$ cat src/rtl/hours_bcd_counter_if.sv
// Carry, time-set and hour/day output bundle for the hours stage of the ripple-carry timer.
// The bench holds the master side and the counter holds the slave side.
interface hours_bcd_counter_if;
   logic       carry_in;
   logic       set_valid;
   logic [3:0] set_tens;
   logic [3:0] set_ones;
   logic       set_err;
   logic [3:0] hr_tens;
   logic [3:0] hr_ones;
   logic       hour_pulse;
   logic       day_pulse;

   modport master (
      output carry_in, set_valid, set_tens, set_ones,
      input  set_err, hr_tens, hr_ones, hour_pulse, day_pulse
   );

   modport slave (
      input  carry_in, set_valid, set_tens, set_ones,
      output set_err, hr_tens, hr_ones, hour_pulse, day_pulse
   );
endinterface

$ cat src/rtl/hours_bcd_counter.sv
// Hours stage of the ripple-carry timer. It synchronises the carry from the minutes-tens stage and counts it
// in two BCD digits. It also takes a validated time-set request and emits hour and day pulses.
module hours_bcd_counter #(
   parameter int SYNC_STAGES = 2,
   parameter int WRAP_HOURS  = 24
) (
   input logic                clk,
   input logic                rst,
   hours_bcd_counter_if.slave bus
);
   localparam int               ARM_W    = $clog2(SYNC_STAGES + 2);
   localparam logic [ARM_W-1:0] ARM_INIT = ARM_W'(SYNC_STAGES + 1);
   localparam logic [3:0]       MAX_TENS = 4'((WRAP_HOURS - 1) / 10);
   localparam logic [3:0]       MAX_ONES = 4'((WRAP_HOURS - 1) % 10);
   localparam logic [7:0]       WRAP_VAL = 8'(WRAP_HOURS);

   logic [SYNC_STAGES-1:0] sync;
   logic                   prev;
   logic [ARM_W-1:0]       arm_cnt;
   logic                   s_last;
   logic                   armed;
   logic                   carry_evt;
   logic                   at_max;
   logic [7:0]             set_value;
   logic                   set_legal;
   logic                   set_load;

   assign s_last    = sync[SYNC_STAGES-1];
   assign armed     = (arm_cnt == '0);
   assign carry_evt = s_last & ~prev & armed;
   assign at_max    = (bus.hr_tens == MAX_TENS) && (bus.hr_ones == MAX_ONES);

   // Digits up to 15 keep the product below 256, so 8 bits are enough.
   assign set_value = 8'(bus.set_tens) * 8'd10 + 8'(bus.set_ones);
   assign set_legal = (bus.set_tens <= 4'd9) && (bus.set_ones <= 4'd9) && (set_value < WRAP_VAL);
   assign set_load  = bus.set_valid & set_legal;

   always_ff @(posedge clk) begin
      if (rst) begin
         sync           <= '0;
         prev           <= 1'b0;
         arm_cnt        <= ARM_INIT;
         bus.set_err    <= 1'b0;
         bus.hour_pulse <= 1'b0;
         bus.day_pulse  <= 1'b0;
         bus.hr_tens    <= 4'd0;
         bus.hr_ones    <= 4'd0;
      end else begin
         sync <= {sync[SYNC_STAGES-2:0], bus.carry_in};
         prev <= s_last;
         // The mask outlasts the synchroniser fill, so a level already high at reset never looks like an edge.
         if (!armed) begin
            arm_cnt <= arm_cnt - ARM_W'(1);
         end

         bus.set_err    <= bus.set_valid & ~set_legal;
         bus.hour_pulse <= carry_evt & ~set_load;
         bus.day_pulse  <= carry_evt & ~set_load & at_max;

         if (set_load) begin
            bus.hr_tens <= bus.set_tens;
            bus.hr_ones <= bus.set_ones;
         end else if (carry_evt) begin
            if (at_max) begin
               bus.hr_tens <= 4'd0;
               bus.hr_ones <= 4'd0;
            end else if (bus.hr_ones == 4'd9) begin
               bus.hr_tens <= bus.hr_tens + 4'd1;
               bus.hr_ones <= 4'd0;
            end else begin
               bus.hr_ones <= bus.hr_ones + 4'd1;
            end
         end
      end
   end
endmodule

$ cat src/flat_wrapper.sv
// flat-port wrapper written by rule: the top's interface ports become plain ports
module hours_bcd_counter_flat 
#(
   parameter int SYNC_STAGES = 2,
   parameter int WRAP_HOURS  = 24
)
  (clk, rst, bus_carry_in, bus_set_valid, bus_set_tens, bus_set_ones, bus_set_err, bus_hr_tens, bus_hr_ones, bus_hour_pulse, bus_day_pulse);
  hours_bcd_counter_if bus_i ();
  input logic clk;
  input logic rst;
  input wire logic [$bits(bus_i.carry_in)-1:0] bus_carry_in;
  input wire logic [$bits(bus_i.set_valid)-1:0] bus_set_valid;
  input wire logic [$bits(bus_i.set_tens)-1:0] bus_set_tens;
  input wire logic [$bits(bus_i.set_ones)-1:0] bus_set_ones;
  output wire logic [$bits(bus_i.set_err)-1:0] bus_set_err;
  output wire logic [$bits(bus_i.hr_tens)-1:0] bus_hr_tens;
  output wire logic [$bits(bus_i.hr_ones)-1:0] bus_hr_ones;
  output wire logic [$bits(bus_i.hour_pulse)-1:0] bus_hour_pulse;
  output wire logic [$bits(bus_i.day_pulse)-1:0] bus_day_pulse;
  assign bus_i.carry_in = bus_carry_in;
  assign bus_i.set_valid = bus_set_valid;
  assign bus_i.set_tens = bus_set_tens;
  assign bus_i.set_ones = bus_set_ones;
  assign bus_set_err = bus_i.set_err;
  assign bus_hr_tens = bus_i.hr_tens;
  assign bus_hr_ones = bus_i.hr_ones;
  assign bus_hour_pulse = bus_i.hour_pulse;
  assign bus_day_pulse = bus_i.day_pulse;
  hours_bcd_counter #(.SYNC_STAGES(SYNC_STAGES), .WRAP_HOURS(WRAP_HOURS)) u_core (.clk(clk), .rst(rst), .bus(bus_i));
endmodule
$ cat config.mk
export PLATFORM = sky130hd
export DESIGN_NAME = hours_bcd_counter_flat
export DESIGN_NICKNAME = d
export VERILOG_FILES = /design/src/rtl/hours_bcd_counter_if.sv /design/src/rtl/hours_bcd_counter.sv /design/src/flat_wrapper.sv
export SDC_FILE = /design/constraint.sdc
export NUM_CORES = 1
export LEC_CHECK = 0
export CAP_MARGIN = 15
export CORE_MARGIN = 2
export CORE_UTILIZATION = 46
export CTS_CLUSTER_DIAMETER = 200
export DETAILED_ROUTE_END_ITERATION = 16
export PLACE_DENSITY = 0.76
export SLEW_MARGIN = 20
export SYNTH_ARGS = -nofsm -noshare
export SYNTH_HDL_FRONTEND = slang
export SYNTH_SLANG_ARGS = --single-unit
$ cat constraint.sdc
create_clock -name clk -period 2.51 [get_ports clk]
set_input_delay 0.251 -clock clk [delete_from_list [all_inputs] [get_ports clk]]
set_output_delay 0.251 -clock clk [all_outputs]
set_load 0.03 [all_outputs]
==> metrics.md <==
| Metric | Value |
|---|---|
| Skew-Pair Late Insertion Delay | `0.29 ns` |
| Sequential area share after synthesis | `0.280` |
| First-pass GRT wire length | `4.53 mm` |
| Max cap viols | `0` |
| Reg2reg setup slack | `0.56 ns` |
| Max-slew violations | `0` |
| Drt total wl | `2.81 mm` |
| Finish-stage setup viols | `0` |
| Crit Reg-Reg Startpoint | `u_core.arm_cnt[0]$_SDFFE_PP1P_` |
| Post-synthesis compound-gate area fraction | `0.166` |
| DRC violations left | `0` |
| CP Capture Type | `flip-flop` |
| Xor/xnor cell area share of the yosys netlist | `0.0153` |
| Number of DRC markers in iteration 0 | `23` |
| Flops & latches, synth | `16` |
| Relative slew margins | `0.512` |
| Pwr/cell area | `438 mW/mm^2` |
| Worst Path Buf+Inv | `2` |
| Initial Util | `0.475` |
| CP max-delay cell | `fa_1` |
| Via density | `5.66` |
| Final Skew | `0.00354 ns` |
| Total grt overflow | `0` |
| Row Count | `18` |
| Hold Crit Depth | `4` |
| Worst-margin pin slew | `0.730 ns` |
| Fmax | `0.417 GHz` |
| Depth of the CTS H-tree | `1` |
| Setup Fix Bufs, Post-CTS | `0` |
| Main combinational cell family by area after synthesis | `simple AND/OR/NAND/NOR gates` |
| R2R depth | `8` |
| TritonRoute pass-1 iters | `4` |
| Fin util | `0.651` |
| Overall power | `687 uW` |
| Most frequent cells in the layout | `clkdlybuf4s50_1 (18), dfxtp_1 (16), nand2_1 (13), buf_4 (12), nor2b_1 (10)` |
| Core Region | `0.00241 mm^2` |
| Max FO, Critical Path | `4` |
| Initial antenna violation count | `0` |
| Hpwl dp | `2.07 mm` |
| Path type of the worst min-delay path | `primary input to flip-flop` |
| Synth Instances | `131` |
| RSZ-0062 raised after global routing | `false` |
| Dpl cell area | `0.00150 mm^2` |
| Setup crit start kind | `primary input` |
| Min Tclk post-route | `2.40 ns` |
| Largest net degree at the start of global routing | `21` |
| CTS clk-pin slew, worst paths | `0.09 ns` |
| Total CTS buffers | `3` |
| Simple-Gate Fraction of Synth Area | `0.277` |
| Post-synthesis mux area share | `0.0875` |
| Vias post-DR | `1116` |
| Clock buffer depth | `2` |
| Peak VDD IR | `0.000337 V` |
| Reg-to-Reg End | `u_core.bus.hr_ones[3]$_SDFFE_PP0P_` |
| Final critical-path share of the clock period | `0.955` |
| Post-synth cell types | `37` |
| DIE WIDTH | `53.9 um` |
| Ant diodes | `0` |
| Arr. time, crit path | `2.59 ns` |
| Nets | `192` |
| Inst Count DP | `192` |
| Vias in the first global route | `1035` |
| Final GP Congestion | `0.872` |
| Pre-CTS setup slack | `-0.601 ns` |
| Avg Cell Area, Syn | `8.73 um^2` |
| Leakage power | `0.000630 uW` |
| Area grow syn2layout | `37.2%` |
| Worst path max stage delay | `0.53 ns` |
| DIE AREA | `0.00290 mm^2` |
| Mapped Area | `0.00114 mm^2` |
| Hold EP | `u_core.bus.hr_tens[3]$_SDFFE_PP0P_` |
| Final hold violations | `0` |
| Global Route Usage Sum | `0.217` |
| IO Port Bufs | `22` |
| CTS tree | `yes` |
| Commonest non-fill, non-tap cell in the layout | `clkdlybuf4s50_1` |
| Share of post-route cells with drive strength above 1 | `0.228` |
| Clk sinks | `16` |
| Routed len/inst | `14.3 um` |
| YS warnings | `0` |
| DRT antenna net count | `0` |
| Final non-filler cell total | `197` |
| Cell family with most CP delay | `adder cells` |
| Clk Tree Root Cell | `clkbuf_4` |
| Ports | `23` |
| CP most frequent cell | `ha_4` |
| Adder-cell share of the synthesized area | `0.138` |
| Final instance area | `0.00157 mm^2` |
| Chip height | `53.9 um` |
| Post-Syn Nets | `155` |
| Setup ws final | `0.114 ns` |
| WS Path Type | `primary input to flip-flop` |
| CP Data Required Time | `2.70 ns` |
| Status | `complete, no violations` |
| Hold path start | `bus_set_tens[3]` |
| Cell Chain, Critical Path | `clkbuf_2, ha_4, ha_4, fa_1, a21oi_1, o31ai_1, nand4_1, a211oi_4, buf_6, mux2_2` |
[synthesized netlist by cell type]
library cell / count / area share
o311a_1: 1 / 0.0088
nand3b_1: 3 / 0.020
and3b_1: 1 / 0.0077
o211ai_1: 1 / 0.0066
and4b_1: 1 / 0.0088
nand2b_1: 2 / 0.011
nor4bb_1: 1 / 0.0088
nand2_1: 13 / 0.043
nor4_1: 3 / 0.016
fa_1: 1 / 0.018
clkbuf_1: 4 / 0.013
ha_1: 11 / 0.12
or3_1: 6 / 0.033
nor3b_1: 1 / 0.0066
a311oi_2: 1 / 0.013
nor3_1: 1 / 0.0044
mux2i_1: 1 / 0.0088
o21ai_0: 4 / 0.018
a211oi_1: 1 / 0.0066
o31ai_1: 1 / 0.0066
nand4b_1: 2 / 0.015
and2_1: 1 / 0.0055
nand3_1: 4 / 0.018
nand4_1: 2 / 0.011
xor2_1: 2 / 0.015
a311o_1: 1 / 0.0088
a21oi_1: 9 / 0.039
dfxtp_1: 16 / 0.28
a31oi_1: 4 / 0.022
a31o_2: 2 / 0.015
and3_1: 2 / 0.011
mux2_2: 8 / 0.079
o21ai_1: 1 / 0.0044
nor2b_1: 10 / 0.055
inv_1: 7 / 0.023
nor2_1: 1 / 0.0033
a211oi_4: 1 / 0.018
[metrics by stage]
| stage | setup TNS, ns | hold slack, ns |
|---|---|---|
| floorplan | -0.107 | 0.367 |
| global placement | -4.83 | 0.427 |
| detailed placement | -5.72 | 0.444 |
| CTS | 0 | 0.462 |
| global route | 0 | 0.417 |
| finish | 0 | 0.402 |
[worst max-delay path by stage]
| stage | depth (start not counted) | slack (ns) | endpoint | start |
|---|---|---|---|---|
| floorplan | 8 | -0.02 | u_core.bus.hr_ones[0]$_SDFFE_PP0P_ | bus_set_tens[1] |
| global placement | 10 | -0.51 | u_core.bus.hr_ones[0]$_SDFFE_PP0P_ | bus_set_tens[1] |
| detailed placement | 10 | -0.60 | u_core.bus.hr_tens[0]$_SDFFE_PP0P_ | bus_set_tens[1] |
| CTS | 10 | 0.01 | u_core.bus.hr_tens[0]$_SDFFE_PP0P_ | bus_set_tens[2] |
| global route | 10 | 0.01 | u_core.bus.hr_tens[1]$_SDFFE_PP0P_ | bus_set_tens[3] |
| finish | 10 | 0.11 | u_core.bus.hr_tens[1]$_SDFFE_PP0P_ | bus_set_tens[3] |
[sequential cells by signal, summed over array words and instances (netlist names)]
name and flops:
u_core.arm_cnt 2, u_core.bus.hr_ones 4, u_core.bus.day_pulse 1, u_core.bus.hour_pulse 1
u_core.sync 2, u_core.bus.hr_tens 4, u_core.prev 1, u_core.bus.set_err 1
[area by class of cell]
type | count | area, um^2
fill | 211 | 841
timing repair buffer | 36 | 313
multi-input combinational | 104 | 836
clock buffer | 4 | 36.3
sequential | 16 | 320
tap | 30 | 37.5
inverter | 7 | 26.3
[cell families after synthesis]
group | count (synthesis)
AOI/OAI and AO/OA | 27
and+or+nand+nor | 54
adders and majority gates | 12
muxes | 9
DFF | 16
buffers and inverters | 11
xor gates and xnor gates | 2
[power breakdown]
| group | internal [uW] | switching, uW | total, uW |
|---|---|---|---|
| logic | 114 | 115 | 229 |
| registers | 271 | 14.1 | 285 |
| clock network | 88.5 | 84.7 | 173 |
[routing by layer]
metal | vias to the layer above | wire length, um | GRT usage
met5 | - | 0 | 0
met4 | 0 | 145 | 0.141
met3 | 15 | 95 | 0.0361
met2 | 37 | 1420 | 0.382
met1 | 509 | 1150 | 0.237
li1 | 555 | - | -
[worst register-to-register path: cells and delay by family (launching register included)]
kind,cells,cell delay [ns]
muxes,1,0.20
AOI/OAI and AO/OA,2,0.45
DFF,1,0.33
buffers and inverters,2,0.24
and+or+nand+nor,2,0.46
adders and majority gates,1,0.23
[timing repair]
| item | in CTS | in global routing |
|---|---|---|
| endpoints found under the setup margin | 10 | 9 |
| pin swaps | 5 | 7 |
| hold buffers | 0 | 0 |
| cloned | 1 | 0 |
| gates resized for setup | 13 | 11 |
Note: power is estimated with default switching activity, not from simulation.
